$ cat config.mk
export PLATFORM = sky130hd
export DESIGN_NAME = button_input_flat
export DESIGN_NICKNAME = d
export VERILOG_FILES = /design/src/rtl/button_input_pkg.sv /design/src/rtl/button_input_if.sv /design/src/rtl/button_input_sync_debounce.sv /design/src/rtl/button_input.sv /design/src/flat_wrapper.sv
export SDC_FILE = /design/constraint.sdc
export NUM_CORES = 1
export LEC_CHECK = 0
export ABC_AREA = 1
export BUFFER_PORTS_ARGS = -buffer_cell sky130_fd_sc_hd__clkbuf_2
export CORE_MARGIN = 3
export CORE_UTILIZATION = 50
export CTS_CLUSTER_DIAMETER = 200
export DETAILED_ROUTE_END_ITERATION = 7
export HOLD_SLACK_MARGIN = 0.03
export PLACE_DENSITY = 0.7
export SYNTH_ARGS = -nofsm -noshare
export SYNTH_HDL_FRONTEND = slang
export SYNTH_SLANG_ARGS = --single-unit
$ cat constraint.sdc
create_clock -name clock_12mhz -period 3.9 [get_ports clock_12mhz]
set_input_delay 0.39 -clock clock_12mhz [delete_from_list [all_inputs] [get_ports clock_12mhz]]
set_output_delay 0.39 -clock clock_12mhz [all_outputs]
set_load 0.05 [all_outputs]
$ cat src/rtl/button_input_pkg.sv
`default_nettype none
// ============================================================================
// Module      : button_input_pkg
// Description : Shared FSM encoding and 12 MHz default timing constants for
//               the push-button reader.
// Revision    : 1.0 - initial release
// ============================================================================
package button_input_pkg;

    typedef enum logic [1:0] {
        ST_IDLE = 2'd0,
        ST_HELD = 2'd1,
        ST_LONG = 2'd2
    } btn_state_t;

    localparam int C_DEBOUNCE_CYCLES   = 12000;
    localparam int C_LONG_PRESS_CYCLES = 12000000;

endpackage
`default_nettype wire

$ cat src/rtl/button_input_if.sv
`default_nettype none
// ============================================================================
// Module      : button_if
// Description : Event/level bundle from the button reader to LED/mode logic.
// Revision    : 1.0 - initial release
// ============================================================================
interface button_if;

    logic       pressed;
    logic       press_pulse;
    logic       release_pulse;
    logic       long_press_pulse;
    logic [7:0] click_count;

    modport master (
        output pressed,
        output press_pulse,
        output release_pulse,
        output long_press_pulse,
        output click_count
    );

    modport slave (
        input pressed,
        input press_pulse,
        input release_pulse,
        input long_press_pulse,
        input click_count
    );

endinterface
`default_nettype wire

$ cat src/rtl/button_input_sync_debounce.sv
`default_nettype none
// ============================================================================
// Module      : button_input_sync_debounce
// Description : Polarity normalisation, 2-flop synchroniser and debounce
//               counter for one raw pin; reusable per button.
// Revision    : 1.0 - initial release
// ============================================================================
module button_input_sync_debounce
    import button_input_pkg::*;
#(
    parameter int DEBOUNCE_CYCLES = C_DEBOUNCE_CYCLES,
    parameter bit ACTIVE_LOW      = 1'b1
) (
    input  wire logic clock_12mhz,
    input  wire logic reset_n,
    input  wire logic i_button_raw,
    output logic      o_stable_level,
    output logic      o_level_change
);

    localparam int                  C_CNT_W    = $clog2(DEBOUNCE_CYCLES) + 1;
    localparam logic [C_CNT_W-1:0]  C_CNT_LAST = C_CNT_W'(DEBOUNCE_CYCLES - 1);

    logic               w_level;
    logic [1:0]         r_sync;
    logic               r_stable;
    logic [C_CNT_W-1:0] r_cnt;

    assign w_level = i_button_raw ^ ACTIVE_LOW;

    always_ff @(posedge clock_12mhz or negedge reset_n) begin
        if (!reset_n) begin
            r_sync   <= 2'b00;
            r_stable <= 1'b0;
            r_cnt    <= '0;
        end else begin
            r_sync <= {r_sync[0], w_level};
            // Any agreeing sample restarts the run of differing samples.
            if (r_sync[1] == r_stable) begin
                r_cnt <= '0;
            end else if (r_cnt == C_CNT_LAST) begin
                r_stable <= r_sync[1];
                r_cnt    <= '0;
            end else begin
                r_cnt <= r_cnt + 1'b1;
            end
        end
    end

    // Asserted on the very edge that flips r_stable so the FSM reacts in step.
    assign o_level_change = (r_sync[1] != r_stable) && (r_cnt == C_CNT_LAST);
    assign o_stable_level = r_stable;

endmodule
`default_nettype wire

$ cat src/rtl/button_input.sv
`default_nettype none
// ============================================================================
// Module      : button_input
// Description : Debounced button reader: level, press/release/long-press
//               strobes and a wrapping short-click counter.
// Revision    : 1.0 - initial release
// ============================================================================
module button_input
    import button_input_pkg::*;
#(
    parameter int DEBOUNCE_CYCLES   = C_DEBOUNCE_CYCLES,
    parameter int LONG_PRESS_CYCLES = C_LONG_PRESS_CYCLES,
    parameter bit ACTIVE_LOW        = 1'b1
) (
    input  wire logic clock_12mhz,
    input  wire logic reset_n,
    input  wire logic button_raw,
    button_if.master  btn
);

    localparam int                   C_HOLD_W    = $clog2(LONG_PRESS_CYCLES) + 1;
    localparam logic [C_HOLD_W-1:0]  C_HOLD_LAST = C_HOLD_W'(LONG_PRESS_CYCLES - 1);

    logic                w_stable_level;
    logic                w_level_change;
    btn_state_t          r_state;
    logic [C_HOLD_W-1:0] r_hold;
    logic                r_pressed;
    logic                r_press_pulse;
    logic                r_release_pulse;
    logic                r_long_pulse;
    logic [7:0]          r_click_count;

    button_input_sync_debounce #(
        .DEBOUNCE_CYCLES (DEBOUNCE_CYCLES),
        .ACTIVE_LOW      (ACTIVE_LOW)
    ) u_sync_debounce (
        .clock_12mhz    (clock_12mhz),
        .reset_n        (reset_n),
        .i_button_raw   (button_raw),
        .o_stable_level (w_stable_level),
        .o_level_change (w_level_change)
    );

    always_ff @(posedge clock_12mhz or negedge reset_n) begin
        if (!reset_n) begin
            r_state         <= ST_IDLE;
            r_hold          <= '0;
            r_pressed       <= 1'b0;
            r_press_pulse   <= 1'b0;
            r_release_pulse <= 1'b0;
            r_long_pulse    <= 1'b0;
            r_click_count   <= 8'd0;
        end else begin
            r_press_pulse   <= 1'b0;
            r_release_pulse <= 1'b0;
            r_long_pulse    <= 1'b0;
            case (r_state)
                ST_IDLE: begin
                    if (w_level_change) begin
                        r_state       <= ST_HELD;
                        r_pressed     <= 1'b1;
                        r_press_pulse <= 1'b1;
                        r_hold        <= '0;
                    end
                end
                ST_HELD: begin
                    // Release is checked first so it wins over the long threshold.
                    if (w_level_change) begin
                        r_state         <= ST_IDLE;
                        r_pressed       <= 1'b0;
                        r_release_pulse <= 1'b1;
                        r_click_count   <= r_click_count + 8'd1;
                    end else if (r_hold == C_HOLD_LAST) begin
                        r_state      <= ST_LONG;
                        r_long_pulse <= 1'b1;
                    end else begin
                        r_hold <= r_hold + 1'b1;
                    end
                end
                ST_LONG: begin
                    if (w_level_change) begin
                        r_state         <= ST_IDLE;
                        r_pressed       <= 1'b0;
                        r_release_pulse <= 1'b1;
                    end
                end
                default: begin
                    r_state   <= ST_IDLE;
                    r_pressed <= 1'b0;
                end
            endcase
        end
    end

    assign btn.pressed          = r_pressed;
    assign btn.press_pulse      = r_press_pulse;
    assign btn.release_pulse    = r_release_pulse;
    assign btn.long_press_pulse = r_long_pulse;
    assign btn.click_count      = r_click_count;

endmodule
`default_nettype wire

$ cat src/flat_wrapper.sv
// flat-port wrapper written by rule: the top's interface ports become plain ports
module button_input_flat import button_input_pkg::*;
#(
    parameter int DEBOUNCE_CYCLES   = C_DEBOUNCE_CYCLES,
    parameter int LONG_PRESS_CYCLES = C_LONG_PRESS_CYCLES,
    parameter bit ACTIVE_LOW        = 1'b1
)
  (clock_12mhz, reset_n, button_raw, btn_pressed, btn_press_pulse, btn_release_pulse, btn_long_press_pulse, btn_click_count);
  button_if btn_i ();
  input  wire logic clock_12mhz;
  input  wire logic reset_n;
  input  wire logic button_raw;
  output wire logic [$bits(btn_i.pressed)-1:0] btn_pressed;
  output wire logic [$bits(btn_i.press_pulse)-1:0] btn_press_pulse;
  output wire logic [$bits(btn_i.release_pulse)-1:0] btn_release_pulse;
  output wire logic [$bits(btn_i.long_press_pulse)-1:0] btn_long_press_pulse;
  output wire logic [$bits(btn_i.click_count)-1:0] btn_click_count;
  assign btn_pressed = btn_i.pressed;
  assign btn_press_pulse = btn_i.press_pulse;
  assign btn_release_pulse = btn_i.release_pulse;
  assign btn_long_press_pulse = btn_i.long_press_pulse;
  assign btn_click_count = btn_i.click_count;
  button_input #(.DEBOUNCE_CYCLES(DEBOUNCE_CYCLES), .LONG_PRESS_CYCLES(LONG_PRESS_CYCLES), .ACTIVE_LOW(ACTIVE_LOW)) u_core (.clock_12mhz(clock_12mhz), .reset_n(reset_n), .button_raw(button_raw), .btn(btn_i));
endmodule
==> impl_metrics.py <==
metrics = {
    "status": {
        "status": "finished, final reports clean",
    },
    "timing": {
        "setup_tns_ns": 0,
        "hold_viol_final": 0,
        "fmax_mhz": 478.6,
        "relSlewSlack": 0.6721,
        "skew_ns": 0.01059,
        "tightest_slew_ns": 0.4918,
        "finalCritPeriodShare": 0.5357,
        "holdWs_ns": 0.1760,
        "rsz0062_at_grt": "no",
        "min_period_ns": 2.089,
        "setup_ws_ns": 1.811,
        "setup_viol": 0,
        "slew_violations": 0,
    },
    "clocking": {
        "cts_buffers": 9,
        "cts_tree": "yes",
        "cts_max_level": 3,
        "cts-resized-gates": 0,
        "cts_root_buf": "clkbuf_8",
        "worstSkewPairLatency_ns": 0.35,
        "clockBufferDepth": 2,
        "cts_sinks": 57,
        "clk_pin_slew_ns": 0.07,
    },
    "routing": {
        "top_layer_used": "met4",
        "vias": 2996,
        "dr.pass1.iters": 4,
        "routedWlPerCell_um": 11.97,
        "dr_wl_met2_um": 3379,
        "wl_met1_um": 3460,
        "final_antenna_net_count": 0,
        "wl_met3_um": 320,
        "drt_iter0_markers": 204,
        "drc": 0,
        "drt_wl_total_um": 7316,
        "via_per_inst": 4.903,
    },
    "power_and_ir_drop": {
        "vdd_ir_drop_max_mv": 0.1937,
        "power_leakage_nw": 1.811,
        "power.total_mw": 1.262,
        "power_density_nw_per_um2": 321.6,
    },
    "finish": {
        "diodes": 0,
        "area_growth_syn_to_layout_pct": 10.62,
        "fin_cells": 611,
        "nets": 519,
        "final_util": 0.5744,
        "final_area_sq_um": 3924,
        "layout-drive-gt1-share": 0.1650,
    },
    "synth": {
        "synth_ff_type": "dfrtp_1",
        "ys_async_sr_fraction": 1.000,
        "syn_area_sq_um": 3547,
        "synth_edf_count": 0,
        "yosysTopAreaCellShare": 0.4021,
        "postSynthCellCount": 489,
        "synthMostInstantiatedCell": "nand2_1",
        "syn_nets": 498,
        "ys_seq_area_frac": 0.4021,
        "synth_warnings": 0,
        "synth_area_leaders": "dfrtp_1 40%, nand2_1 15%, nor2_1 7.8%",
        "synth_cell_type_count": 35,
        "ys_ff_latch": 57,
        "synth_common_cells": "145 x nand2_1, 74 x nor2_1, 57 x dfrtp_1",
        "syn_area_per_cell_sq_um": 7.254,
        "synth_largest_area_cell": "dfrtp_1",
    },
    "place": {
        "io_buffers": 14,
        "gp_congestion": 0.9260,
        "dp_hpwl_um": 5108,
        "preCtsSetupSlack_ns": 1.815,
        "placed_area_sq_um": 3685,
        "dp_cells": 594,
    },
    "worst_setup_path": {
        "crit_type": "reg2reg",
        "rrSetupSlack_ns": 1.81,
        "crit_path_start_kind": "register",
        "critPathMaxFanout": 25,
        "rr_worst_depth": 9,
        "r2r-end": "u_core.r_hold[21]",
        "cp.arrival_ns": 2.33,
        "critical_path_required_ns": 4.14,
        "crit_path_end_kind": "register",
        "r2r_start": "u_core.r_state[1]",
    },
    "hold_path": {
        "min_to": "u_core.u_sync_debounce.r_sync[0]",
        "hp-start": "button_raw",
        "hp-class": "in2reg",
        "worst_hold_path.num_cells": 2,
    },
    "grt": {
        "antenna_found_initial": 0,
        "grt_max_degree": 40,
        "grt_pass1_vias": 2813,
        "grt_overflow": 0,
        "grt_usage": 0.1926,
        "grt_pass1_wl_um": 12770,
    },
    "floorplan": {
        "dieArea_sq_um": 8141,
        "rows": 30,
        "die_w_um": 90.23,
        "die_h_um": 90.23,
        "initial_utilization": 0.5192,
        "coreArea_sq_um": 6832,
        "io_pins": 15,
    },
    "job": {
        "cap_viol_max_count": 0,
    },
}
==> cells by family (layout without fill, tap and decap cells) <==
family | after synthesis | count (layout) | share of synthesized area
compound gates | 19 | 19 | 0.03210
mux | 1 | 1 | 0.003174
xor+xnor | 17 | 17 | 0.04409
simple gates | 324 | 324 | 0.4152
fa+ha+maj | 6 | 6 | 0.02116
buf+inv | 65 | 91 | 0.08218
flops | 57 | 57 | 0.4021
==> area by class of cell <==
class / count / area, sq um
well taps: 96 / 120.1
flip-flops and latches: 57 / 1426
clock buffers: 11 / 151.4
repair buffers: 17 / 95.09
clock inverters: 5 / 77.57
multi-input cells: 367 / 1829
inverters: 58 / 224.0
fillers: 644 / 2908
==> layout by cell type (no fill, tap or decap), drive strengths merged <==
master | Yosys | routed
nor3b | 2 | 2
nor3 | 18 | 18
nand4 | 4 | 4
inv | 57 | 57
clkinvlp | 0 | 1
o211ai | 1 | 1
nand3 | 37 | 37
nor4 | 4 | 4
buf | 5 | 2
nand3b | 1 | 1
ha | 6 | 6
o21ai | 7 | 7
dfrtp | 57 | 57
nand2 | 176 | 176
mux2 | 1 | 1
xor2 | 10 | 10
dlygate4sd3 | 0 | 1
o21a | 1 | 1
xnor2 | 7 | 7
nor2 | 82 | 82
bufinv | 0 | 2
clkinv | 1 | 3
clkbuf | 2 | 25
a31oi | 2 | 2
a21oi | 8 | 8
==> report_power, final <==
group          internal [mW]  switching (mW)  total (mW)
combinational        0.00515          0.0172      0.0224
clock                  0.392           0.250       0.642
sequential             0.595         0.00254       0.597
==> per-layer routing <==
| layer | global-route usage | vias to the layer above |
|---|---|---|
| met5 | 0 | - |
| met4 | 0.08163 | 0 |
| met3 | 0.04268 | 14 |
| met2 | 0.3030 | 64 |
| met1 | 0.2568 | 1359 |
| li1 | - | 1559 |
==> timing repair <==
item | in CTS | in global routing
endpoints found under the hold margin | 18 | 0
hold buffers | 1 | 0
setup buffers | 0 | 0
endpoints found under the setup margin | 0 | 0
==> critical path, stage by stage, from the launching register on <==
cell,delay (ns)
dfrtp_1,0.37
inv_1,0.06
ha_1,0.17
buf_4,0.21
inv_1,0.30
nand2_1,0.23
nand2_4,0.27
nand2_8,0.19
nand2_1,0.10
nand2_1,0.06
==> worst max-delay path by stage <==
stage,from,cells past startpoint,slack [ns],to
after floorplan,u_core.u_sync_debounce.r_cnt[0],12,2.27,u_core.r_hold[14]
after global placement,u_core.r_state[1],9,1.94,u_core.r_hold[22]
after detailed placement,u_core.r_state[1],9,1.81,u_core.r_hold[21]
after CTS,u_core.r_state[1],9,1.80,u_core.r_hold[21]
after global routing,u_core.r_state[1],9,1.63,u_core.r_hold[18]
final,u_core.r_state[1],9,1.81,u_core.r_hold[21]
==> state kept, by name, indices dropped and copies added, names as in the netlist <==
register / count
u_core.r_hold: 25
u_core.u_sync_debounce.r_cnt: 15
u_core.r_state: 2
u_core.u_sync_debounce.o_stable_level: 1
u_core.btn.click_count: 8
u_core.btn.release_pulse: 1
u_core.btn.pressed: 1
u_core.u_sync_debounce.r_sync: 2
u_core.btn.long_press_pulse: 1
u_core.btn.press_pulse: 1
Power figures use the tool's default switching activity.
